==> src/rtl/sort_pkg.sv <==
// Shared definitions for the bitonic sort datapath: default geometry,
// padding value and the block loader state encoding.
package sort_pkg;

  localparam int SORT_DW = 16;
  localparam int SORT_LP = 4;

  // All-ones padding sorts to the top lanes in an ascending network.
  localparam logic [SORT_DW-1:0] SORT_PAD = '1;

  typedef enum logic {
    LD_FILL = 1'b0,
    LD_HOLD = 1'b1
  } ld_state_e;

endpackage

==> src/rtl/sort_block_loader.sv <==
// Packs a serial word stream into 2**LP-lane blocks for the bitonic network,
// padding short blocks with all-ones and holding one block of backpressure.
import sort_pkg::*;

module sort_block_loader #(
  parameter int DW = SORT_DW,
  parameter int LP = SORT_LP
) (
  input  logic                        clk,
  input  logic                        rst,
  input  logic                        in_valid,
  output logic                        in_ready,
  input  logic [DW-1:0]               in_data,
  input  logic                        in_last,
  output logic                        out_valid,
  input  logic                        out_ready,
  output logic [2**LP-1:0][DW-1:0]    out_data,
  output logic [LP:0]                 out_count,
  output ld_state_e                   dbg_state
);

  localparam int N = 2**LP;

  // Handshakes: a word moves when in_valid && in_ready; a block moves when
  // out_valid && out_ready. in_ready depends only on state and rst.

  logic [DW-1:0]          fill_buf [N];
  logic [LP-1:0]          idx;
  ld_state_e              state;
  logic                   accept;
  logic                   close;
  logic                   slot_free;
  logic [LP:0]            blk_count;
  logic [N-1:0][DW-1:0]   load_vec;

  assign in_ready  = !rst && (state == LD_FILL);
  assign accept    = in_valid && in_ready;
  assign close     = accept && (in_last || (idx == LP'(N - 1)));
  assign slot_free = !out_valid || out_ready;
  assign blk_count = {1'b0, idx} + (LP+1)'(1);
  assign dbg_state = state;

  // In FILL the closing word bypasses the buffer; in HOLD it is already there.
  always_comb begin
    load_vec = '0;
    for (int i = 0; i < N; i++) begin
      if ((LP+1)'(i) < blk_count) begin
        if (state == LD_FILL && LP'(i) == idx) begin
          load_vec[i] = in_data;
        end else begin
          load_vec[i] = fill_buf[i];
        end
      end else begin
        load_vec[i] = {DW{1'b1}};
      end
    end
  end

  // Fill buffer is never cleared; stale lanes are masked on load.
  always_ff @(posedge clk) begin
    if (accept) begin
      fill_buf[idx] <= in_data;
    end
  end

  always_ff @(posedge clk) begin
    if (rst) begin
      state     <= LD_FILL;
      idx       <= '0;
      out_valid <= 1'b0;
      out_data  <= '0;
      out_count <= '0;
    end else begin
      unique case (state)
        LD_FILL: begin
          if (out_valid && out_ready) begin
            out_valid <= 1'b0;
          end
          if (accept) begin
            if (close) begin
              if (slot_free) begin
                out_data  <= load_vec;
                out_count <= blk_count;
                out_valid <= 1'b1;
                idx       <= '0;
              end else begin
                state <= LD_HOLD;
              end
            end else begin
              idx <= idx + LP'(1);
            end
          end
        end
        LD_HOLD: begin
          if (out_ready) begin
            out_data  <= load_vec;
            out_count <= blk_count;
            out_valid <= 1'b1;
            idx       <= '0;
            state     <= LD_FILL;
          end
        end
        default: state <= LD_FILL;
      endcase
    end
  end

endmodule

==> config.mk <==
export PLATFORM = sky130hd
export DESIGN_NAME = sort_block_loader
export DESIGN_NICKNAME = d
export VERILOG_FILES = /design/src/rtl/sort_pkg.sv /design/src/rtl/sort_block_loader.sv
export SDC_FILE = /design/constraint.sdc
export NUM_CORES = 1
export LEC_CHECK = 0
export BUFFER_PORTS_ARGS = -buffer_cell sky130_fd_sc_hd__clkbuf_2
export CORE_MARGIN = 1
export CORE_UTILIZATION = 61
export DETAILED_ROUTE_END_ITERATION = 8
export HOLD_SLACK_MARGIN = 0.05
export PLACE_DENSITY = 0.84
export SLEW_MARGIN = 25
export SYNTH_ARGS = -nofsm -noshare
export SYNTH_HDL_FRONTEND = slang
export SYNTH_SLANG_ARGS = --single-unit
==> constraint.sdc <==
create_clock -name clk -period 7.5 [get_ports clk]
set_clock_uncertainty 0.1 [all_clocks]
set_input_delay 1.5 -clock clk [delete_from_list [all_inputs] [get_ports clk]]
set_output_delay 1.5 -clock clk [all_outputs]
set_load 0.01 [all_outputs]
=== After elaboration in Yosys (flattened, before gate mapping) ===
Memory sizes are Yosys's and may differ from the RTL's.
Index checks and enable logic that the tools add are counted.

* RAM bits: 256
* Output and inout port bits: 264
* Register bits: 267
* Logic and storage cells: 148
* Memories kept: 1
* Input bits: 21

* Order comparisons: 16
* Add/sub/neg operators: 2
* Multiplexer cells: 60
* Reduce and logical (&&, ||, !) cells: 27
* Equal/unequal tests: 21
* Bitwise gates (word level): 1

{| class="wikitable"
|+ Memories
! memory !! depth !! bits a word !! rd ports !! clocked after Yosys merged registers in !! wr ports !! RTL line !! RTL
|-
| fill_buf || 16 || 16 || 16 || 0 || 1 || sort_block_loader.sv:27 || <nowiki>logic [DW-1:0] fill_buf [N];</nowiki>
|}

{| class="wikitable"
|+ Operator list
! cell !! number
|-
| 256-bit two-way mux || 4
|-
| 16-bit two-way mux || 32
|-
| 256-bit case mux with 2 select lines || 1
|-
| 4-bit by 5-bit < comparator with 1-bit output, first input constant || 8
|-
| 4-bit equality test, first input constant || 8
|-
| 1-bit logical AND || 20
|-
| 3-bit by 5-bit < comparator with 1-bit output, first input constant || 4
|-
| 5-bit two-way mux || 4
|-
| 3-bit by 4-bit equality test with 1-bit output, first input constant || 4
|-
| 4-bit two-way mux || 4
|-
| 1-bit two-way mux || 11
|-
| 1-bit by 5-bit < comparator with 1-bit output, first input constant || 2
|-
| 2-bit by 5-bit < comparator with 1-bit output, first input constant || 2
|-
| 5-bit case mux with 2 select lines || 1
|-
| 2-bit by 4-bit equality test with 1-bit output, first input constant || 2
|-
| 2-bit inequality test, second input constant || 4
|-
| 4-bit case mux with 2 select lines || 1
|-
| 4-bit by 1-bit adder with 5-bit output, second input constant || 1
|-
| 4-bit by 1-bit adder with 4-bit output, second input constant || 1
|-
| 1-bit by 4-bit equality test with 1-bit output, first input constant || 1
|-
| 4-bit equality test, second input constant || 1
|-
| 4-bit logical NOT || 1
|-
| 1-bit case mux with 2 select lines || 2
|-
| 4-bit AND reduction || 1
|-
| 5 further kinds || 7
|}

=== Logic depth before layout (Yosys ltp) ===
* Depth in word-level cells: 8
* Gate-level depth with buffers: 9
* Gate-level depth less buffers: 6

=== Least setup slack after synthesis ===
OpenSTA, ideal clock, no wires.

* Kind: input to output
* Start point: in rst
* End point: out in_ready
* Stages: 4
* Path slack: 3.577 ns
* Path buffers: 3
* Data arrival time: 2.323 ns
* Data required time: 5.900 ns
* Cell sequence: buf_2 clkbuf_1 clkbuf_1 nor2_1

* Longest elaborated chain between the ends: 2

{| class="wikitable"
|+ RTL lines
! element !! RTL line !! RTL
|-
| start, declared || sort_block_loader.sv:10 || <nowiki>input logic rst,</nowiki>
|-
| 1-bit logical NOT || sort_block_loader.sv:36 || <nowiki>assign in_ready = !rst && (state == LD_FILL);</nowiki>
|-
| 1-bit logical AND || sort_block_loader.sv:36 ||
|-
| end, declared || sort_block_loader.sv:12 || <nowiki>output logic in_ready,</nowiki>
|}

Every way passes these cells.

=== Final worst setup path ===
* Start point: reg idx[0]
* End point: reg out_data[142] (netlist bit)

* Longest elaborated chain between the ends: 8
* Elaborated cells on any way between the ends: 16
* Classes of those cells: 1 x add/sub; 1 x order compare; 3 x eq/ne; 7 x mux; 4 x reduce/logical

{| class="wikitable"
|+ RTL lines
! element !! RTL line !! RTL
|-
| start, declared || sort_block_loader.sv:28 || <nowiki>logic [LP-1:0] idx;</nowiki>
|-
| start signal, assigned || sort_block_loader.sv:90 || <nowiki>idx <= idx + LP'(1);</nowiki>
|-
| parallel branches: the longest is 8 deep, another holds 4-bit by 1-bit adder with 5-bit output || -- ||
|-
| end signal, assigned || sort_block_loader.sv:82 || <nowiki>out_data <= load_vec;</nowiki>
|-
| end signal, assigned || sort_block_loader.sv:96 || <nowiki>out_data <= load_vec;</nowiki>
|-
| end, declared || sort_block_loader.sv:17 || <nowiki>output logic [2**LP-1:0][DW-1:0] out_data,</nowiki>
|}

Parallel ways; which one is timed is not known. The select of a mux whose other input is x is not followed.
A chain may end at the register's enable or synchronous reset.

==> impl_metrics.ini <==
[run_status]
outcome = finished clean

[global_route]
first_global_vias = 15232
grt_pass1_wl_um = 85100
grt_usage = 0.330
grt_max_degree = 169
overflow = 0
antenna_found_initial = 2

[final_layout]
post-route-util = 0.727
fin_cells = 2552
syn2layout_area_growth_pct = 16.3
nets = 2098
postLayoutCellArea_um2 = 23200
drive_gt1_frac = 0.201

[clocking]
cts_resized = 0
cts_hold_buf = 0
cts-root-buf = clkbuf_16
cts_buffers = 51
cts_tree = yes
clk_latency_ns = 0.57
h-tree-depth = 2
cts_setup_buffers = 0
cts_max_path_buffers = 3
clk_pin_slew_ns = 0.07
cts.sinks = 523

[logic_synthesis]
synth-edff-count = 256
syn_area_um2 = 19900
ys.warnings.count = 0
ys_types = 53
synthArstFlopShare = 0
ys.flop_type = dfxtp_1
synth_cells = 1875
syn_nets = 1900
syn_area_per_cell_um2 = 10.6
yosysSeqAreaShare = 0.654
ys_ff_latch = 523

[setup_path]
worstPathMaxFanout = 96
cp-end-kind = flip-flop
cp.arrival_ns = 4.01
cp.required_ns = 7.86
worst_setup_path_start_kind = flip-flop
critPathKind = flip-flop to flip-flop

[route]
wl_um = 55900
vias = 15994
routed.top_layer = met5
wl_met3_um = 6630
drc = 0
wl_met1_um = 21100
vias_per_cell = 6.27
wl_per_cell_um = 21.9
wl_met2_um = 26100
dr.pass1.iters = 5
ant_nets = 0
drt_iter0_drc = 1840

[pwr]
power_mw = 6.13
p_leak_nw = 8.63
power_density_nw_per_um2 = 265
ir_drop_uv = 221

[job]
maxCapViolCount = 0

[sta]
finalSetupViolations = 0
layout_setup_ws_ns = 3.84
finalMaxSlewViolations = 0
setup_tns_ns = 0
relSlewSlack = 0.295
hold_violations = 0
fmax_mhz = 274
grt_setup_unrepaired = no
finalCritPeriodShare = 0.487
whs_ns = 0.377
finalCriticalPeriod_ns = 3.66
tightest_slew_ns = 1.06

[placement]
gp_congestion = 0.895
place_area_um2 = 21400
detailed_place_hpwl_um = 32400
post-place-ws_ns = 2.85
port-buffer-count = 284
dp.cells = 2454

[die]
coreArea_um2 = 31900
num_rows = 65
die_h_um = 183
start_util = 0.625
die_w_um = 183
io_pins = 285
die-area_um2 = 33400

[worst_hold_path]
min_path_type = flip-flop to flip-flop
power breakdown:
part	leakage (nW)	total, mW	switching, mW	internal, mW
clock	0.840	2.58	1.08	1.50
combinational	3.29	0.407	0.275	0.132
sequential	4.50	3.15	0.0638	3.08
final cells by class:
type	count	area [um2]
clock inverters	28	283
repair buffers	302	1600
inverters	6	22.5
multi-input cells	1189	6260
diodes	1	2.50
well taps	435	544
clock buffers	68	1410
fillers	2143	8720
flip-flops and latches	523	13000
sequential cells by signal, summed over array words and instances, names as in the netlist:
signal / count
fill_buf: 256
out_count: 5
dbg_state: 1
out_valid: 1
idx: 4
out_data: 256
worst paths after layout:
check,start,end,slack (ns),cells after the start
worst min-delay path,out_count[1],out_count[1],0.38,2
worst max-delay path,idx[0],out_data[142],3.84,6
worst max register to register,idx[0],out_data[142],3.84,6
worst min register to register,out_count[1],out_count[1],0.38,2
logic make-up (layout without fill, tap and decap cells):
logic type / count (synthesis) / after routing / share of synthesized area
AOI/OAI and AO/OA: 298 / 298 / 0.129
xor gates and xnor gates: 2 / 2 / 0.000880
adders and majority gates: 4 / 4 / 0.00251
buffers and inverters: 163 / 404 / 0.0374
DFF: 523 / 523 / 0.654
muxes: 5 / 5 / 0.00258
other: 0 / 1 / 0
and+or+nand+nor: 880 / 880 / 0.174
worst max-delay path: stages, from the launching register on:
cell	delay, ns
dfxtp_1	0.64
ha_1	0.72
a311oi_1	0.35
a211oi_4	0.38
buf_4	0.83
nor2_1	0.14
a311oi_1	0.35
synth_stat cells, types with 2 or more instances:
master | count | area share
nand2_1 | 536 | 0.10
nor2_1 | 295 | 0.056
dfxtp_1 | 267 | 0.27
a311oi_1 | 257 | 0.11
edfxtp_1 | 256 | 0.39
clkbuf_1 | 95 | 0.018
buf_2 | 31 | 0.0078
buf_4 | 25 | 0.0094
a21oi_1 | 15 | 0.0038
nand2b_1 | 11 | 0.0035
nand3_1 | 8 | 0.0020
nor2b_1 | 7 | 0.0022
buf_1 | 6 | 0.0011
inv_1 | 5 | 0.00094
a31oi_1 | 4 | 0.0013
ha_1 | 4 | 0.0025
mux2i_1 | 4 | 0.0020
nor3_2 | 4 | 0.0020
nand4b_1 | 3 | 0.0013
or2_2 | 3 | 0.00094
a211oi_1 | 2 | 0.00075
a211oi_2 | 2 | 0.0013
and3_1 | 2 | 0.00063
nand4_1 | 2 | 0.00063
nor3_1 | 2 | 0.00050
o21ai_0 | 2 | 0.00050
per-layer routing:
layer  track usage  up-vias
met1         0.447     7698
li1              -     7083
met2         0.517     1052
met3        0.0724      159
met4         0.136        2
met5             0        -
placed cells by master, fill, tap and decap left out, types with 3 or more instances in the layout:
cell	count
nand2_1	536
clkbuf_2	283
nor2_1	277
dfxtp_1	266
a311oi_1	257
edfxtp_1	256
clkbuf_16	51
nor2_2	19
buf_4	15
a21oi_1	13
clkinv_2	12
nand2b_1	11
clkbuf_1	10
nand3_1	8
nor2b_1	7
clkbuf_8	7
inv_1	5
clkinv_1	5
bufinv_16	5
mux2i_1	4
nor3_4	4
ha_1	4
nand4b_1	3
or2_2	3
a31oi_1	3
inv_6	3
Power figures use the tool's default switching activity.
